--- config.mk ---
export PLATFORM = sky130hd
export DESIGN_NAME = flasher_ctrl
export DESIGN_NICKNAME = d
export VERILOG_FILES = /design/src/rtl/flasher_ctrl.sv
export SDC_FILE = /design/constraint.sdc
export NUM_CORES = 1
export LEC_CHECK = 0
export BUFFER_PORTS_ARGS = -buffer_cell sky130_fd_sc_hd__buf_2
export CAP_MARGIN = 25
export CORE_MARGIN = 2
export CORE_UTILIZATION = 55
export CTS_CLUSTER_SIZE = 14
export DETAILED_ROUTE_END_ITERATION = 10
export GPL_TIMING_DRIVEN = 0
export PLACE_DENSITY = 0.8
export SETUP_SLACK_MARGIN = 0.4
export SYNTH_ARGS = -nofsm -noshare
export SYNTH_HDL_FRONTEND = slang
export SYNTH_SLANG_ARGS = --single-unit
--- constraint.sdc ---
create_clock -name clk -period 4.29 [get_ports clk]
set_input_delay 0.2145 -clock clk [delete_from_list [all_inputs] [get_ports clk]]
set_output_delay 0.2145 -clock clk [all_outputs]
set_load 0.01 [all_outputs]
--- src/rtl/flasher_ctrl.sv ---
// flasher_ctrl: sequencer that drives boundFlasher's flick input and counts completed lamp runs
module flasher_ctrl #(
    parameter int DEBOUNCE = 16,
    parameter int START_TO = 1024,
    parameter int GAP      = 256
) (
    input  logic        clk,
    input  logic        rst,
    input  logic        btn_raw,
    input  logic        auto_en,
    input  logic [7:0]  auto_runs,
    input  logic        kick_en,
    input  logic [15:0] lamps,
    output logic        flick,
    output logic        busy,
    output logic        run_done,
    output logic [7:0]  runs_cnt,
    output logic        err
);
    localparam int DW = $clog2(DEBOUNCE) + 1;
    localparam int TW = $clog2(START_TO) + 1;
    localparam int GW = $clog2(GAP) + 1;
    localparam logic [DW-1:0] DB_LAST  = DW'(DEBOUNCE - 1);
    localparam logic [TW-1:0] TMO_LAST = TW'(START_TO - 1);
    localparam logic [GW-1:0] GAP_LAST = GW'(GAP - 1);
    localparam logic [2:0] S_IDLE  = 3'd0;
    localparam logic [2:0] S_START = 3'd1;
    localparam logic [2:0] S_RUN   = 3'd2;
    localparam logic [2:0] S_GAP   = 3'd3;
    localparam logic [2:0] S_ERR   = 3'd4;

    logic          btn_m, btn_s, btn_db, btn_db_q, btn_press, seq_end;
    logic [DW-1:0] db_cnt;
    logic [TW-1:0] tmo;
    logic [GW-1:0] gap_cnt;
    logic [2:0]    state, nxt;
    logic [7:0]    rem, rem_nxt, rem_dec;
    logic [15:0]   lamps_prev;

    assign btn_press = btn_db & ~btn_db_q;
    assign seq_end   = lamps_prev == 16'hFFFF && lamps == 16'h0000;
    assign busy      = state == S_START || state == S_RUN || state == S_GAP;
    assign rem_dec   = rem == 8'd0 ? 8'd0 : rem - 8'd1;

    // synchronise the button, then let btn_db follow only after a stable run of differing samples
    always_ff @(posedge clk) begin
        if (rst) begin
            btn_m    <= 1'b0;
            btn_s    <= 1'b0;
            btn_db   <= 1'b0;
            btn_db_q <= 1'b0;
            db_cnt   <= '0;
        end else begin
            btn_m    <= btn_raw;
            btn_s    <= btn_m;
            btn_db_q <= btn_db;
            if (btn_s == btn_db) begin
                db_cnt <= '0;
            end else if (db_cnt == DB_LAST) begin
                btn_db <= btn_s;
                db_cnt <= '0;
            end else begin
                db_cnt <= db_cnt + 1'b1;
            end
        end
    end

    // next-state and remaining-run decisions
    always_comb begin
        nxt     = state;
        rem_nxt = rem;
        case (state)
            S_IDLE: begin
                if (btn_press) begin
                    nxt     = S_START;
                    rem_nxt = 8'd1;
                end else if (auto_en && auto_runs != 8'd0) begin
                    nxt     = S_START;
                    rem_nxt = auto_runs;
                end
            end
            S_START: nxt = lamps != 16'd0 ? S_RUN : (tmo == TMO_LAST ? S_ERR : S_START);
            S_RUN: begin
                if (seq_end) begin
                    rem_nxt = rem_dec;
                    nxt     = (rem_dec == 8'd0 || !auto_en) ? S_IDLE : S_GAP;
                end
            end
            S_GAP: nxt = !auto_en ? S_IDLE : (gap_cnt == GAP_LAST ? S_START : S_GAP);
            S_ERR: nxt = S_ERR;
            default: nxt = S_IDLE;
        endcase
    end

    // state, per-state counters, registered flick and run bookkeeping
    always_ff @(posedge clk) begin
        if (rst) begin
            state      <= S_IDLE;
            rem        <= 8'd0;
            tmo        <= '0;
            gap_cnt    <= '0;
            flick      <= 1'b0;
            run_done   <= 1'b0;
            runs_cnt   <= 8'd0;
            err        <= 1'b0;
            lamps_prev <= 16'd0;
        end else begin
            state      <= nxt;
            rem        <= rem_nxt;
            lamps_prev <= lamps;
            tmo        <= (state == S_START && nxt == S_START) ? tmo + 1'b1 : '0;
            gap_cnt    <= (state == S_GAP && nxt == S_GAP) ? gap_cnt + 1'b1 : '0;
            flick      <= nxt == S_START || (nxt == S_RUN && kick_en && btn_db);
            run_done   <= state == S_RUN && seq_end;
            if (state == S_RUN && seq_end && runs_cnt != 8'hFF)
                runs_cnt <= runs_cnt + 8'd1;
            if (nxt == S_ERR)
                err <= 1'b1;
        end
    end
endmodule
==> Word-level counts from Yosys, hierarchy flattened <==
Cells that the tools add are included.
{ "word_totals": {"elab_cells": 79, "regBits": 67, "out_inout_bits": 12, "input_bits": 29} }
{ "op_classes": {"n_eq_ne": 16, "n_addsub": 5, "n_reduce_logical": 25, "bitwise_logic": 5, "mux": 14} }
{ "op_table": {"columns": ["operator", "count"], "rows": [
  ["two-way mux 8 bit", 4],
  ["== test 16 bit, second input constant", 1],
  ["zero test 16 bit", 1],
  ["zero test 8 bit", 2],
  ["one-hot mux 8 bit (2 select lines)", 1],
  ["nonzero test 16 bit", 1],
  ["two-way mux 3 bit", 5],
  ["one-hot mux 3 bit (5 select lines)", 1],
  ["== test 3 x 2 -> 1 bit, second input constant", 4],
  ["adder 11 x 1 -> 11 bit, second input constant", 1],
  ["== test 11 x 10 -> 1 bit, second input constant", 1],
  ["adder 9 x 1 -> 9 bit, second input constant", 1],
  ["== test 9 x 8 -> 1 bit, second input constant", 1],
  ["adder 8 x 1 -> 8 bit, second input constant", 1],
  ["logical AND 1 bit", 8],
  ["!= test 8 bit, second input constant", 1],
  ["nonzero test 8 bit", 1],
  ["subtractor 8 x 1 -> 8 bit, second input constant", 1],
  ["== test 3 x 1 -> 1 bit, second input constant", 2],
  ["== test 3 bit, second input constant", 2],
  ["two-way mux 2 bit", 3],
  ["adder 5 x 1 -> 5 bit, second input constant", 1],
  ["== test 5 x 4 -> 1 bit, second input constant", 1],
  ["logical OR 1 bit", 4],
  ["other kinds (12)", 16]
]} }

==> Logic depth before layout (Yosys ltp) <==
{ "depth": {"depth_word": 11, "mapped_depth": 10} }

==> Worst setup path after synthesis <==
No wires, ideal clock.
{ "synth_timing": {"path_kind": "register to register", "from": "register gap_cnt[0]", "to": "register tmo[10]", "n_path_buf": 1, "stages_incl_launch_ff": 11, "slack_ps": 1960, "arrival_time_ps": 2201, "setup_ps": 129, "path_cell_list": "dfxtp_1 > ha_1 > nand3_1 > nor2_1 > and3_1 > ha_1 > or3_2 > a2bb2oi_1 > and2_4 > buf_6 > a211oi_2"} }
{ "synth_via": {"elab_chain_cells": 8} }
{ "synth_lines": {"columns": ["element", "line", "source"], "rows": [
  ["start, declared", "35", "logic [GW-1:0] gap_cnt;"],
  ["start signal, assigned", "112", "gap_cnt <= (state == S_GAP && nxt == S_GAP) ? gap_cnt + 1'b1 : '0;"],
  ["== test 9 x 8 -> 1 bit", "89", "S_GAP: nxt = !auto_en ? S_IDLE : (gap_cnt == GAP_LAST ? S_START : S_GAP);"],
  ["two-way mux 2 bit (2 in series)", "89", null],
  ["one-hot mux 3 bit (5 select lines)", "72", "case (state)"],
  ["== test 3 x 1 -> 1 bit", "111", "tmo <= (state == S_START && nxt == S_START) ? tmo + 1'b1 : '0;"],
  ["logical AND 1 bit", "111", null],
  ["NOT 1 bit (no source line)", null, null],
  ["OR reduction 2 bit (no source line)", null, null],
  ["end signal, assigned", "111", null],
  ["end, declared", "34", "logic [TW-1:0] tmo;"]
]} }
Every way passes these cells.
A chain may end at the register's enable or synchronous reset.

==> Worst setup path in the final report <==
{ "layout_timing": {"from": "register rem[1]", "to": "register tmo[9]"} }
{ "layout_via": {"elab_chain_cells": 11} }
{ "layout_lines": {"columns": ["element", "line", "source"], "rows": [
  ["start, declared", "37", "logic [7:0] rem, rem_nxt, rem_dec;"],
  ["start signal, assigned", "109", "rem <= rem_nxt;"],
  ["subtractor 8 x 1 -> 8 bit or zero test 8 bit (tied branches)", "43", "assign rem_dec = rem == 8'd0 ? 8'd0 : rem - 8'd1;"],
  ["two-way mux 8 bit *", "43", null],
  ["zero test 8 bit *", "86", "nxt = (rem_dec == 8'd0 || !auto_en) ? S_IDLE : S_GAP;"],
  ["logical OR 1 bit *", "86", null],
  ["two-way mux 2 bit *", "86", null],
  ["two-way mux 3 bit *", "84", "if (seq_end) begin"],
  ["one-hot mux 3 bit (5 select lines) *", "72", null],
  ["== test 3 x 1 -> 1 bit *", "111", null],
  ["logical AND 1 bit *", "111", null],
  ["NOT 1 bit (no source line) *", null, null],
  ["OR reduction 2 bit (no source line) *", null, null]
]} }
Mark *: on every way between the ends. The rest lies on a longest branch, timed or not.

==> impl_results.md <==
* Average cell area after synthesis at 9.330 um2
* #FFs+latches synth at 67
* Sw Pwr at 371.9 uW
* First-pass GRT wire length at 10.98 mm
* Fin Hold WS at 0.08802 ns
* Initial antenna violation count at 0
* Seq/Total Area, Yosys at 42.41%
* Combinational power share at 13.7%
* Starting density of the core at 57.09%
* Fin area at 0.003647 mm2
* CTS buffer count at 9
* Number of global-route vias before repair at 2,419
* HPWL Detailed at 4.624 mm
* Synth Net Count at 376
* Unrepaired setup endpoints after global routing: no
* Worst-path maximum fanout at 10
* Total Power at 1.370 mW
* Gate Count Post-Synth at 339
* Setup_tns at 0 ns
* Ys async rst share at 0%
* Final Hold Viols at 0
* Share of cells above drive strength 1 at 24.11%
* Final period utilization at 61.88%
* Clock tree buffer depth at 2
* Ports at 41
* Die H at 79.84 um
* Core box area at 0.005540 mm2
* Largest net degree at the start of global routing at 14
* Detail Route Antenna Nets at 0
* Count of final setup violators at 0
* Layout Nets at 426
* # diodes at 0
* Post-CTS Setup Bufs at 0
* Worst Reg2Reg Path Length in Cells at 9
* Critical Path RT at 4.52 ns
* Port bufs at 39
* Pre-Repair DR Iteration Count at 4
* Hold Path Depth at 2
* Static leakage at 1.358 nW
* Final min period at 2.654 ns
* Peak VDD IR at 0.2149 mV
* Inst Count DP at 450
* Clock power frac at 38.2%
* Ys flop type: dfxtp_1
* WS Path Type: reg2reg
* Max Freq at 0.3767 GHz
* EDFF count, synth at 0
* Final setup skew at 0.007592 ns
* Status: finished, final reports clean
* CTS tree: done
* CTS resizes at 0
* Die outline width at 79.84 um
* Hold WC Path Type: in2reg
* Clock Sinks at 67
* Worst Setup End Kind: flip-flop
* RD Place Congestion at 0.9065
* Slew margin rel. at 51.85%
* Fillers at 476
* Via Count at 2,553
* GRT Overall Usage at 22.10%
* P_int at 998.3 uW
* Worst-margin pin slew at 0.7209 ns
* H-tree levels at 3
* Register area at 0.001341 mm2
* Drc violations at 0
* Net Sw Frac at 27.14%
* Number of max-cap violations at 0
* Post-layout util at 65.83%
* Mapped Area at 0.003163 mm2
* Placed Area at 0.003448 mm2
* DR vias/cell at 5.479
* FP Rows at 27
* Detailed router's first-iteration violation count at 121
* Die footprint at 0.006374 mm2
* Setup ws final at 1.636 ns
* Critical Path Start Type: flip-flop
* Post-CTS Hold Buffers at 0
* Area occupied by multi-input gates at 0.001669 mm2
* Setup slack at placement at 1.672 ns
* Non-filler cells, final at 466
* Sequential power share at 48.1%
* Clock transition at path regs at 0.08 ns
* PwrDens at 375.7 mW/mm2
* Routed length per instance at 13.67 um
* Total gr overflow at 0
* Netlist cell types at 61
* Skew-Pair Late Insertion Delay at 0.33 ns
* Slew Limit Fails at 0
* Ys Warns at 0
* Layout area overhead at 15.31%
* Arrival @ worst endpoint at 2.88 ns
* Detailed Route WL at 6.371 mm
* CTS root buffer: clkbuf_8
## power by group through the flow
stage	sequential [mW]	combinational, mW	clock [mW]
after floorplan	0.669	0.142	0
after global placement	0.671	0.183	0
after detailed placement	0.672	0.186	0
after CTS	0.658	0.187	0.534
after global routing	0.660	0.209	0.563
final	0.658	0.188	0.524
## registers in the layout (all words and copies together), names as in the netlist, 3 cells and up
register    flops
runs_cnt        8
gap_cnt         9
lamps_prev     16
rem             8
state           3
db_cnt          5
tmo            11
## routing by layer
| metal | vias up | global-route usage (%) | part of all wire (%) |
|---|---|---|---|
| li1 | 1285 | - | - |
| met1 | 1220 | 28.14 | 46 |
| met2 | 44 | 37.14 | 50 |
| met3 | 4 | 3.733 | 3.4 |
| met4 | 0 | 8.983 | 0.86 |
| met5 | - | 0 | 0 |
## final timing paths
path	startpoint	end	slack, ns
worst max-delay path	rem[1]$_SDFFE_PP0P_	tmo[9]$_SDFF_PP0_	1.64
worst min-delay path	btn_raw	btn_m$_SDFF_PP0_	0.09
worst max register to register	rem[1]$_SDFFE_PP0P_	tmo[9]$_SDFF_PP0_	1.64
worst min register to register	btn_m$_SDFF_PP0_	btn_s$_SDFF_PP0_	0.44
## synth_stat cells (8+ instances only)
master / number / area [um2]
nor2_1: 47 / 176.4
nor3_2: 10 / 100.1
a21oi_1: 11 / 55.05
inv_1: 9 / 33.78
nor4_1: 9 / 56.30
ha_1: 8 / 100.1
xnor2_1: 19 / 166.4
nand3_1: 12 / 60.06
nand4_1: 10 / 62.56
nor2b_1: 20 / 125.1
nand2_1: 20 / 75.07
dfxtp_1: 67 / 1341
## layout make-up
type / instances / area share [%]
multi-input cells: 248 / 45.76
flip-flops and latches: 67 / 36.78
repair buffers: 39 / 5.352
clock buffers: 9 / 3.396
plain buffers: 14 / 3.156
well taps: 72 / 2.470
clock inverters: 7 / 2.058
inverters: 10 / 1.029
## cells in the final DEF (no fill, tap or decap), drive strengths merged, types with 2 or more instances in the layout
cell type   n
clkinvlp    3
o311ai      2
inv        12
dfxtp      67
and3        7
nor3       15
a311oi      2
xor2        7
and2        2
or3         4
xnor2      19
a21oi      11
o21ai       7
a31oi       2
ha          8
and4        3
nor4        9
nand4      10
nand2b      6
buf        45
mux2i       3
a211oi      6
nor4b       5
clkbuf     16
nand3      13
nor2b      20
or4         4
nor2       47
nand2      21
## critical path, cell delays in order (launching register included)
cell	delay, ns
dfxtp_1	0.48
inv_1	0.10
ha_1	0.28
xor2_1	0.16
or4_1	0.50
a211oi_2	0.27
a21oi_1	0.17
o311ai_4	0.30
buf_6	0.22
nor3_2	0.06
## cells by family (layout without fill, tap and decap cells)
group	after synthesis	in the layout	share of synthesized area (%)
AND/OR/NAND/NOR	172	172	32.00
adder cells (fa/ha/maj)	8	8	3.165
flip-flops	67	67	42.41
buffers and inverters	24	79	4.825
XOR/XNOR	26	26	7.199
AO/OA/AOI/OAI	38	38	9.099
multiplexers	4	4	1.305
No activity file was read; power rests on OpenSTA's default activity.
